### src/rtl/mips_pkg.sv
// mips_pkg
//   Shared definitions for the multi-cycle MIPS core: opcode and funct
//   encodings, ALU control codes, FSM state encoding and the ALU itself.
//   The jal/jr encodings are only decoded when MC_MIPS_JAL_JR_EN is defined.
package mips_pkg;

  // Primary opcodes (IR[31:26])
  localparam logic [5:0] OP_RTYPE = 6'h00;
  localparam logic [5:0] OP_J     = 6'h02;
  localparam logic [5:0] OP_JAL   = 6'h03;
  localparam logic [5:0] OP_BEQ   = 6'h04;
  localparam logic [5:0] OP_LW    = 6'h23;
  localparam logic [5:0] OP_SW    = 6'h2B;

  // R-type funct codes (IR[5:0])
  localparam logic [5:0] FN_JR  = 6'h08;
  localparam logic [5:0] FN_ADD = 6'h20;
  localparam logic [5:0] FN_SUB = 6'h22;
  localparam logic [5:0] FN_AND = 6'h24;
  localparam logic [5:0] FN_OR  = 6'h25;
  localparam logic [5:0] FN_SLT = 6'h2A;

  // ALU control codes
  localparam logic [2:0] ALU_ADD = 3'd0;
  localparam logic [2:0] ALU_SUB = 3'd1;
  localparam logic [2:0] ALU_AND = 3'd2;
  localparam logic [2:0] ALU_OR  = 3'd3;
  localparam logic [2:0] ALU_SLT = 3'd4;

  // FSM states
  localparam logic [2:0] S_FETCH  = 3'd0;
  localparam logic [2:0] S_DECODE = 3'd1;
  localparam logic [2:0] S_EXEC   = 3'd2;
  localparam logic [2:0] S_MEM    = 3'd3;
  localparam logic [2:0] S_WB     = 3'd4;

  // True for the funct codes that produce a register result.
  function automatic logic fn_is_alu(input logic [5:0] fn);
    return (fn == FN_ADD) || (fn == FN_SUB) || (fn == FN_AND) ||
           (fn == FN_OR)  || (fn == FN_SLT);
  endfunction

  function automatic logic [2:0] fn_to_alu(input logic [5:0] fn);
    case (fn)
      FN_SUB:  return ALU_SUB;
      FN_AND:  return ALU_AND;
      FN_OR:   return ALU_OR;
      FN_SLT:  return ALU_SLT;
      default: return ALU_ADD;
    endcase
  endfunction

  // 32-bit wrapping ALU; slt compares as two's complement.
  function automatic logic [31:0] alu(input logic [2:0]  ctrl,
                                      input logic [31:0] a,
                                      input logic [31:0] b);
    logic signed [31:0] sa;
    logic signed [31:0] sb;
    sa = a;
    sb = b;
    case (ctrl)
      ALU_SUB: return a - b;
      ALU_AND: return a & b;
      ALU_OR:  return a | b;
      ALU_SLT: return {31'd0, (sa < sb)};
      default: return a + b;
    endcase
  endfunction

endpackage

### src/rtl/mips_regfile.sv
// mips_regfile
//   Register file: two asynchronous read ports, one synchronous write port.
//   Register 0 is hardwired to zero (writes to it are dropped).
// Ports
//   i_clk, i_rst_n         clock, asynchronous active-low reset (clears all)
//   i_raddr1/o_rdata1      read port 1
//   i_raddr2/o_rdata2      read port 2
//   i_we/i_waddr/i_wdata   write port
module mips_regfile #(
  parameter int RF_DEPTH = 32
) (
  input  logic                        i_clk,
  input  logic                        i_rst_n,
  input  logic [$clog2(RF_DEPTH)-1:0] i_raddr1,
  output logic [31:0]                 o_rdata1,
  input  logic [$clog2(RF_DEPTH)-1:0] i_raddr2,
  output logic [31:0]                 o_rdata2,
  input  logic                        i_we,
  input  logic [$clog2(RF_DEPTH)-1:0] i_waddr,
  input  logic [31:0]                 i_wdata
);

  logic [31:0] r_regs [RF_DEPTH];

  always_ff @(posedge i_clk or negedge i_rst_n) begin
    if (!i_rst_n) begin
      for (int i = 0; i < RF_DEPTH; i++) r_regs[i] <= '0;
    end else if (i_we && (i_waddr != '0)) begin
      r_regs[i_waddr] <= i_wdata;
    end
  end

  assign o_rdata1 = (i_raddr1 == '0) ? 32'd0 : r_regs[i_raddr1];
  assign o_rdata2 = (i_raddr2 == '0) ? 32'd0 : r_regs[i_raddr2];

endmodule

### src/rtl/multicycle_mips_core.sv
// multicycle_mips_core
//   Multi-cycle MIPS core: FETCH/DECODE/EXEC/MEM/WB FSM sharing one ALU.
//   The data-memory access in MEM is held until dmem_ready.
//   Optional feature macro: MC_MIPS_JAL_JR_EN adds jal (F-D-W) and jr (F-D).
// Ports
//   clk, rst_n        clock, asynchronous active-low reset
//   imem_addr/rdata   PC out, combinational instruction in
//   dmem_*            data SRAM (cen/wen active-low, oen tied 0, ready handshake)
//   rf_we, rf_wdata   register-file write strobe and data (WB cycle)
//   instr_done        pulse on each instruction's last cycle
module multicycle_mips_core
  import mips_pkg::*;
#(
  parameter int          MEM_ADDR_W = 7,
  parameter int          RF_DEPTH   = 32,
  parameter logic [31:0] RESET_PC   = 32'h0
) (
  input  logic                  clk,
  input  logic                  rst_n,
  output logic [31:0]           imem_addr,
  input  logic [31:0]           imem_rdata,
  output logic                  dmem_cen,
  output logic                  dmem_wen,
  output logic                  dmem_oen,
  output logic [MEM_ADDR_W-1:0] dmem_addr,
  output logic [31:0]           dmem_wdata,
  input  logic [31:0]           dmem_rdata,
  input  logic                  dmem_ready,
  output logic                  rf_we,
  output logic [31:0]           rf_wdata,
  output logic                  instr_done
);

  localparam int RF_AW = $clog2(RF_DEPTH);

  logic [2:0]       r_state, w_next_state;
  logic [31:0]      r_pc, r_ir, r_a, r_b, r_pc4, r_target, r_aluout, r_mdr;
  logic [31:0]      w_pc4, w_sext, w_jtarget, w_pc_next;
  logic [31:0]      w_rs_data, w_rt_data;
  logic [31:0]      w_alu_a, w_alu_b, w_alu_y;
  logic [2:0]       w_alu_ctrl;
  logic             w_done;
  logic [5:0]       w_op, w_funct;
  logic [RF_AW-1:0] w_rs, w_rt, w_rd, w_waddr;
  logic             w_is_r, w_is_lw, w_is_sw, w_is_beq, w_is_j, w_is_jal, w_is_jr;

  assign w_op      = r_ir[31:26];
  assign w_funct   = r_ir[5:0];
  assign w_rs      = r_ir[21 +: RF_AW];
  assign w_rt      = r_ir[16 +: RF_AW];
  assign w_rd      = r_ir[11 +: RF_AW];
  assign w_sext    = {{16{r_ir[15]}}, r_ir[15:0]};
  // PC only moves on an instruction's last cycle, so PC+4 is stable throughout.
  assign w_pc4     = r_pc + 32'd4;
  assign w_jtarget = {w_pc4[31:28], r_ir[25:0], 2'b00};

`ifdef MC_MIPS_JAL_JR_EN
  assign w_is_jal = (w_op == OP_JAL);
  assign w_is_jr  = (w_op == OP_RTYPE) && (w_funct == FN_JR);
`else
  assign w_is_jal = 1'b0;
  assign w_is_jr  = 1'b0;
`endif

  // Every R-type except jr runs F-D-E-W; unknown functs just skip the write.
  assign w_is_r   = (w_op == OP_RTYPE) && !w_is_jr;
  assign w_is_lw  = (w_op == OP_LW);
  assign w_is_sw  = (w_op == OP_SW);
  assign w_is_beq = (w_op == OP_BEQ);
  assign w_is_j   = (w_op == OP_J);

  assign w_alu_y = alu(w_alu_ctrl, w_alu_a, w_alu_b);

  always_comb begin
    w_next_state = r_state;
    w_done       = 1'b0;
    w_pc_next    = r_pc;
    w_alu_a      = r_a;
    w_alu_b      = r_b;
    w_alu_ctrl   = ALU_ADD;
    case (r_state)
      S_FETCH: w_next_state = S_DECODE;
      S_DECODE: begin
        // ALU is idle here, so it forms the branch target.
        w_alu_a = w_pc4;
        w_alu_b = {w_sext[29:0], 2'b00};
        if (w_is_r || w_is_lw || w_is_sw || w_is_beq) begin
          w_next_state = S_EXEC;
        end else if (w_is_jal) begin
          w_next_state = S_WB;
        end else begin
          w_done    = 1'b1;
          w_pc_next = w_is_j ? w_jtarget : (w_is_jr ? w_rs_data : w_pc4);
        end
      end
      S_EXEC: begin
        if (w_is_lw || w_is_sw) begin
          w_alu_b      = w_sext;
          w_next_state = S_MEM;
        end else if (w_is_beq) begin
          w_alu_ctrl = ALU_SUB;
          w_done     = 1'b1;
          w_pc_next  = (w_alu_y == 32'd0) ? r_target : r_pc4;
        end else begin
          w_alu_ctrl   = fn_to_alu(w_funct);
          w_next_state = S_WB;
        end
      end
      S_MEM: begin
        if (dmem_ready) begin
          if (w_is_lw) begin
            w_next_state = S_WB;
          end else begin
            w_done    = 1'b1;
            w_pc_next = r_pc4;
          end
        end
      end
      S_WB: begin
        w_done    = 1'b1;
        w_pc_next = w_is_jal ? w_jtarget : r_pc4;
      end
      default: w_next_state = S_FETCH;
    endcase
    if (w_done) w_next_state = S_FETCH;
  end

  always_ff @(posedge clk or negedge rst_n) begin
    if (!rst_n) begin
      r_state  <= S_FETCH;
      r_pc     <= RESET_PC;
      r_ir     <= '0;
      r_a      <= '0;
      r_b      <= '0;
      r_pc4    <= '0;
      r_target <= '0;
      r_aluout <= '0;
      r_mdr    <= '0;
    end else begin
      r_state <= w_next_state;
      if (w_done) r_pc <= w_pc_next;
      case (r_state)
        S_FETCH:  r_ir <= imem_rdata;
        S_DECODE: begin
          r_a      <= w_rs_data;
          r_b      <= w_rt_data;
          r_pc4    <= w_pc4;
          r_target <= w_alu_y;
        end
        S_EXEC:   r_aluout <= w_alu_y;
        S_MEM:    if (dmem_ready && w_is_lw) r_mdr <= dmem_rdata;
        default:  ;
      endcase
    end
  end

  // Memory controls decode straight from state so reset releases cen at once.
  assign imem_addr  = r_pc;
  assign dmem_cen   = (r_state != S_MEM);
  assign dmem_wen   = !((r_state == S_MEM) && w_is_sw);
  assign dmem_oen   = 1'b0;
  assign dmem_addr  = r_aluout[MEM_ADDR_W+1:2];
  assign dmem_wdata = r_b;

  assign rf_we      = (r_state == S_WB) &&
                      (w_is_lw || w_is_jal || (w_is_r && fn_is_alu(w_funct)));
  assign rf_wdata   = w_is_lw ? r_mdr : (w_is_jal ? r_pc4 : r_aluout);
  assign w_waddr    = w_is_lw ? w_rt : (w_is_jal ? {RF_AW{1'b1}} : w_rd);
  assign instr_done = w_done;

  mips_regfile #(.RF_DEPTH(RF_DEPTH)) u_rf (
    .i_clk    (clk),
    .i_rst_n  (rst_n),
    .i_raddr1 (w_rs),
    .o_rdata1 (w_rs_data),
    .i_raddr2 (w_rt),
    .o_rdata2 (w_rt_data),
    .i_we     (rf_we),
    .i_waddr  (w_waddr),
    .i_wdata  (rf_wdata)
  );

endmodule

### config.mk
export PLATFORM = sky130hd
export DESIGN_NAME = multicycle_mips_core
export DESIGN_NICKNAME = d
export VERILOG_FILES = /design/src/rtl/mips_pkg.sv /design/src/rtl/mips_regfile.sv /design/src/rtl/multicycle_mips_core.sv
export SDC_FILE = /design/constraint.sdc
export NUM_CORES = 2
export LEC_CHECK = 0
export ABC_AREA = 1
export BUFFER_PORTS_ARGS = -buffer_cell sky130_fd_sc_hd__buf_2
export CAP_MARGIN = 20
export CORE_MARGIN = 1.5
export CORE_UTILIZATION = 30
export DETAILED_ROUTE_END_ITERATION = 8
export GPL_ROUTABILITY_DRIVEN = 1
export GPL_TIMING_DRIVEN = 1
export SETUP_SLACK_MARGIN = 0.15
export SLEW_MARGIN = 0
export SYNTH_ARGS = -nofsm -noshare
export SYNTH_HDL_FRONTEND = slang
export SYNTH_SLANG_ARGS = --single-unit
### constraint.sdc
create_clock -name clk -period 5.02 [get_ports clk]
set_input_delay 1.004 -clock clk [delete_from_list [all_inputs] [get_ports clk]]
set_output_delay 1.004 -clock clk [all_outputs]
set_load 0.02 [all_outputs]
==> metrics.json <==
{
  "outcome": {
    "outcome": "complete, no violations"
  },
  "timing": {
    "min_period_over_period_pct": 94.3,
    "rsz0062_at_grt": "true",
    "timing.final.setup_violations": 0,
    "setup_ws_ns": 0.288,
    "maxClockFrequency_ghz": 0.211,
    "finalHoldWorstSlack_ns": 0.194,
    "timing_worst_slew_pin_value_ns": 1.17,
    "worst_clock_skew_ns": 0.0401,
    "finalWorstPathRequiredPeriod_ns": 4.73,
    "finalHoldViolCount": 0,
    "slew_headroom_pct": 22.2,
    "drv_slew": 0
  },
  "logic_synthesis": {
    "dominantRegCellSynth": "sky130_fd_sc_hd__dfrtp_1",
    "syn_avg_cell_area_um2": 7.22,
    "syn-num-nets": 10300,
    "synth_enable_flop_cells": 0,
    "synth_seq_area_share_pct": 44.1,
    "synth-async-reset-ratio_pct": 100,
    "synth_cell_types": 53,
    "synthesis.instances": 10100,
    "synth_area_um2": 72900,
    "synth_register_bits": 1283,
    "yosysWarnings": 0
  },
  "clocking": {
    "cts_buffers": 143,
    "htree_num_levels": 4,
    "clock_pin_slew_on_the_worst_setup_and_hold_paths_ns": 0.06,
    "ctsLongestPathBuffers": 3,
    "numClockSinks": 1283,
    "clk_latency_ns": 0.84,
    "cts_tree": "done",
    "cts_root_buf": "sky130_fd_sc_hd__clkbuf_16"
  },
  "floorplanning": {
    "chipHeight_um": 496,
    "placeable_core_region_um2": 241000,
    "start_util_pct": 30.2,
    "die-area_um2": 246000,
    "ioPinCount": 175,
    "die_x_um": 496,
    "placementRows": 180
  },
  "job": {
    "maxCapViolCount": 0
  },
  "drt": {
    "routed_wire_length_per_instance_um": 24.0,
    "via_per_inst": 5.59,
    "drtAntennaViolNets": 0,
    "drc": 0,
    "routed-via-count": 75000,
    "drtPass1Iterations": 6,
    "drt_iter0_drc": 9909,
    "drt-total-wl_um": 322000
  },
  "cells_and_area": {
    "final_net_count": 10300,
    "max_flop_register": "u_rf.r_regs",
    "fraction_of_final_layout_cells_sized_beyond_drive_strength_1_pct": 13.6,
    "top_library_cells_by_usage_in_the_layout_fill_and_taps_aside": "sky130_fd_sc_hd__o21ai_0 (2,403), sky130_fd_sc_hd__nand2_1 (1,830), sky130_fd_sc_hd__nor2_1 (1,305), sky130_fd_sc_hd__dfrtp_1 (1,270), sky130_fd_sc_hd__inv_1 (547)",
    "largest_register_ff_count": 1024,
    "layout.cells.most_common": "sky130_fd_sc_hd__o21ai_0",
    "synthToLayoutAreaGrowth_pct": 18.1
  },
  "hold_path": {
    "hold_path.class": "input port to asynchronous set/reset pin"
  },
  "setup_path": {
    "rr_worst_depth": 30,
    "timing.critical_path.slowest_stage_cell": "sky130_fd_sc_hd__fa_1",
    "critPathMostFrequentCell": "sky130_fd_sc_hd__nand2_1",
    "critical_path_class": "register to register",
    "critical_path_required_ns": 5.76,
    "r2r_end": "imem_addr[8]",
    "reg2reg_from": "r_state[2]",
    "cp-end-kind": "register",
    "worst_path_largest_cell_delay_ns": 0.47,
    "critPathMaxFanout": 16,
    "cp_data_arrival_time_ns": 5.47,
    "crit_path_start_kind": "register",
    "ff2ff_setup_slack_ns": 0.29
  },
  "placed_design": {
    "dp_hpwl_um": 202000,
    "place_congestion": 1.02,
    "portBuffers": 173,
    "pre_cts_slack_ns": -0.0557
  },
  "global_routing": {
    "grt_antenna_before_repair": 18,
    "grt_pass1_wl_um": 470000,
    "grt.total_usage_pct": 25.4,
    "grt_pass1_vias": 68800,
    "grt_start_max_net_pins": 149,
    "grt-ovfl-total": 0
  },
  "power": {
    "seq_power_share_pct": 18.5,
    "netsw_mw": 35.1,
    "power_frac_clock_pct": 16.5,
    "static_leak_nw": 38.2,
    "power.total_mw": 68.0,
    "power.ir.vdd_worst_uv": 526,
    "power.internal_mw": 32.9,
    "switching_share_of_power_pct": 51.6,
    "power.share.combinational_pct": 65.0,
    "p_per_area_nw_per_um2": 790
  }
}
-- kinds of logic (layout without fill, tap and decap cells) --
kind of cell,count (synthesis),in the layout,share of synthesized area (%)
buf+inv,1464,1607,7.67
flops,1283,1283,44.1
other cells,1,9,0.00515
mux,36,36,0.556
fa+ha+maj,99,99,1.72
compound gates,3524,3524,25.8
simple gates,3652,3652,19.8
xor+xnor,34,34,0.409
-- power by group through the flow --
stage          Combinational [mW]  Clock (mW)  Sequential, mW
5_1_grt                      47.1        11.7            12.6
2_1_floorplan                21.2           0            12.3
6_report                     44.2        11.2            12.6
4_1_cts                      40.2        11.3            12.5
3_5_place_dp                 39.9           0            12.6
3_3_place_gp                 40.1           0            12.6
-- synthesized netlist by cell type, drive strengths merged (4+ instances only) --
cell type  number  area, um2
o21ai        2526      12600
nand2        1920       7260
nor2         1374       5200
dfrtp        1283      32100
clkbuf        771       2890
inv           576       2160
o22ai         430       2690
a21oi         359       1800
nand3         252       1280
buf           110        508
ha             97       1210
o211ai         91        683
nand4          51        319
mux2           36        405
o221ai         36        315
nor3           24        131
xor2           22        193
a221oi         19        166
o32ai          17        149
o31ai          13       97.6
nand3b         12       90.1
xnor2          12        105
a211oi         10       75.1
or2            10       62.6
o21bai          9       67.6
o2111ai         8       70.1
clkinv          7       26.3
and2            4       25.0
nor4            4       31.3
-- per-layer routing --
layer,vias up,routed length [um],GRT usage (%),share of wire (%)
li1,34000,-,-,-
met1,36000,133000,34.4,41
met2,4142,139000,38.4,43
met3,887,32000,5.07,9.9
met4,12,18400,12.9,5.7
met5,-,101,0,0.031
-- how the worst max path moves through the flow --
stage	to	slack (ns)	from
final	imem_addr[8]	0.29	r_state[2]
after global routing	imem_addr[6]	0.06	imem_addr[2]
after CTS	imem_addr[22]	0.15	imem_addr[3]
after detailed placement	imem_addr[9]	-0.06	imem_addr[2]
after global placement	imem_addr[9]	-0.002	imem_addr[2]
after floorplan	imem_addr[5]	0.61	r_state[2]
-- through the flow --
stage               cells  area (um2)  setup TNS, ns  utilization, %
finish              13400       86000              0            35.7
global route        13400       86000              0            35.7
CTS                 13400       84300              0            35.0
detailed placement  13100       79300         -0.816            32.9
global placement    13100       79300       -0.00345            32.9
floorplan           10100       72900              0               -
-- critical path, delay by kind of cell, from the launching register on --
kind | cells | cell delay (ns)
AO/OA/AOI/OAI | 2 | 0.41
AND/OR/NAND/NOR | 18 | 2.07
flip-flops | 1 | 0.46
buffers and inverters | 8 | 1.06
adder cells (fa/ha/maj) | 2 | 0.66
-- layout make-up --
type                       count  area [um2]
multi-input combinational   7346       36700
clock buffer                 211        4250
tap                         3185        3990
clock inverter                46         644
fill                       25300      155000
antenna                        8        20.0
sequential                  1283       32100
timing repair buffer         767        6060
inverter                     583        2230
-- repair_timing --
item	4_1_cts	5_1_grt
pin swaps	3	65
gates resized for setup	26	361
hold buffers	0	0
cloned	0	3
endpoints found under the setup margin	32	32
setup buffers	0	23
Note: power is estimated with default switching activity, not from simulation.
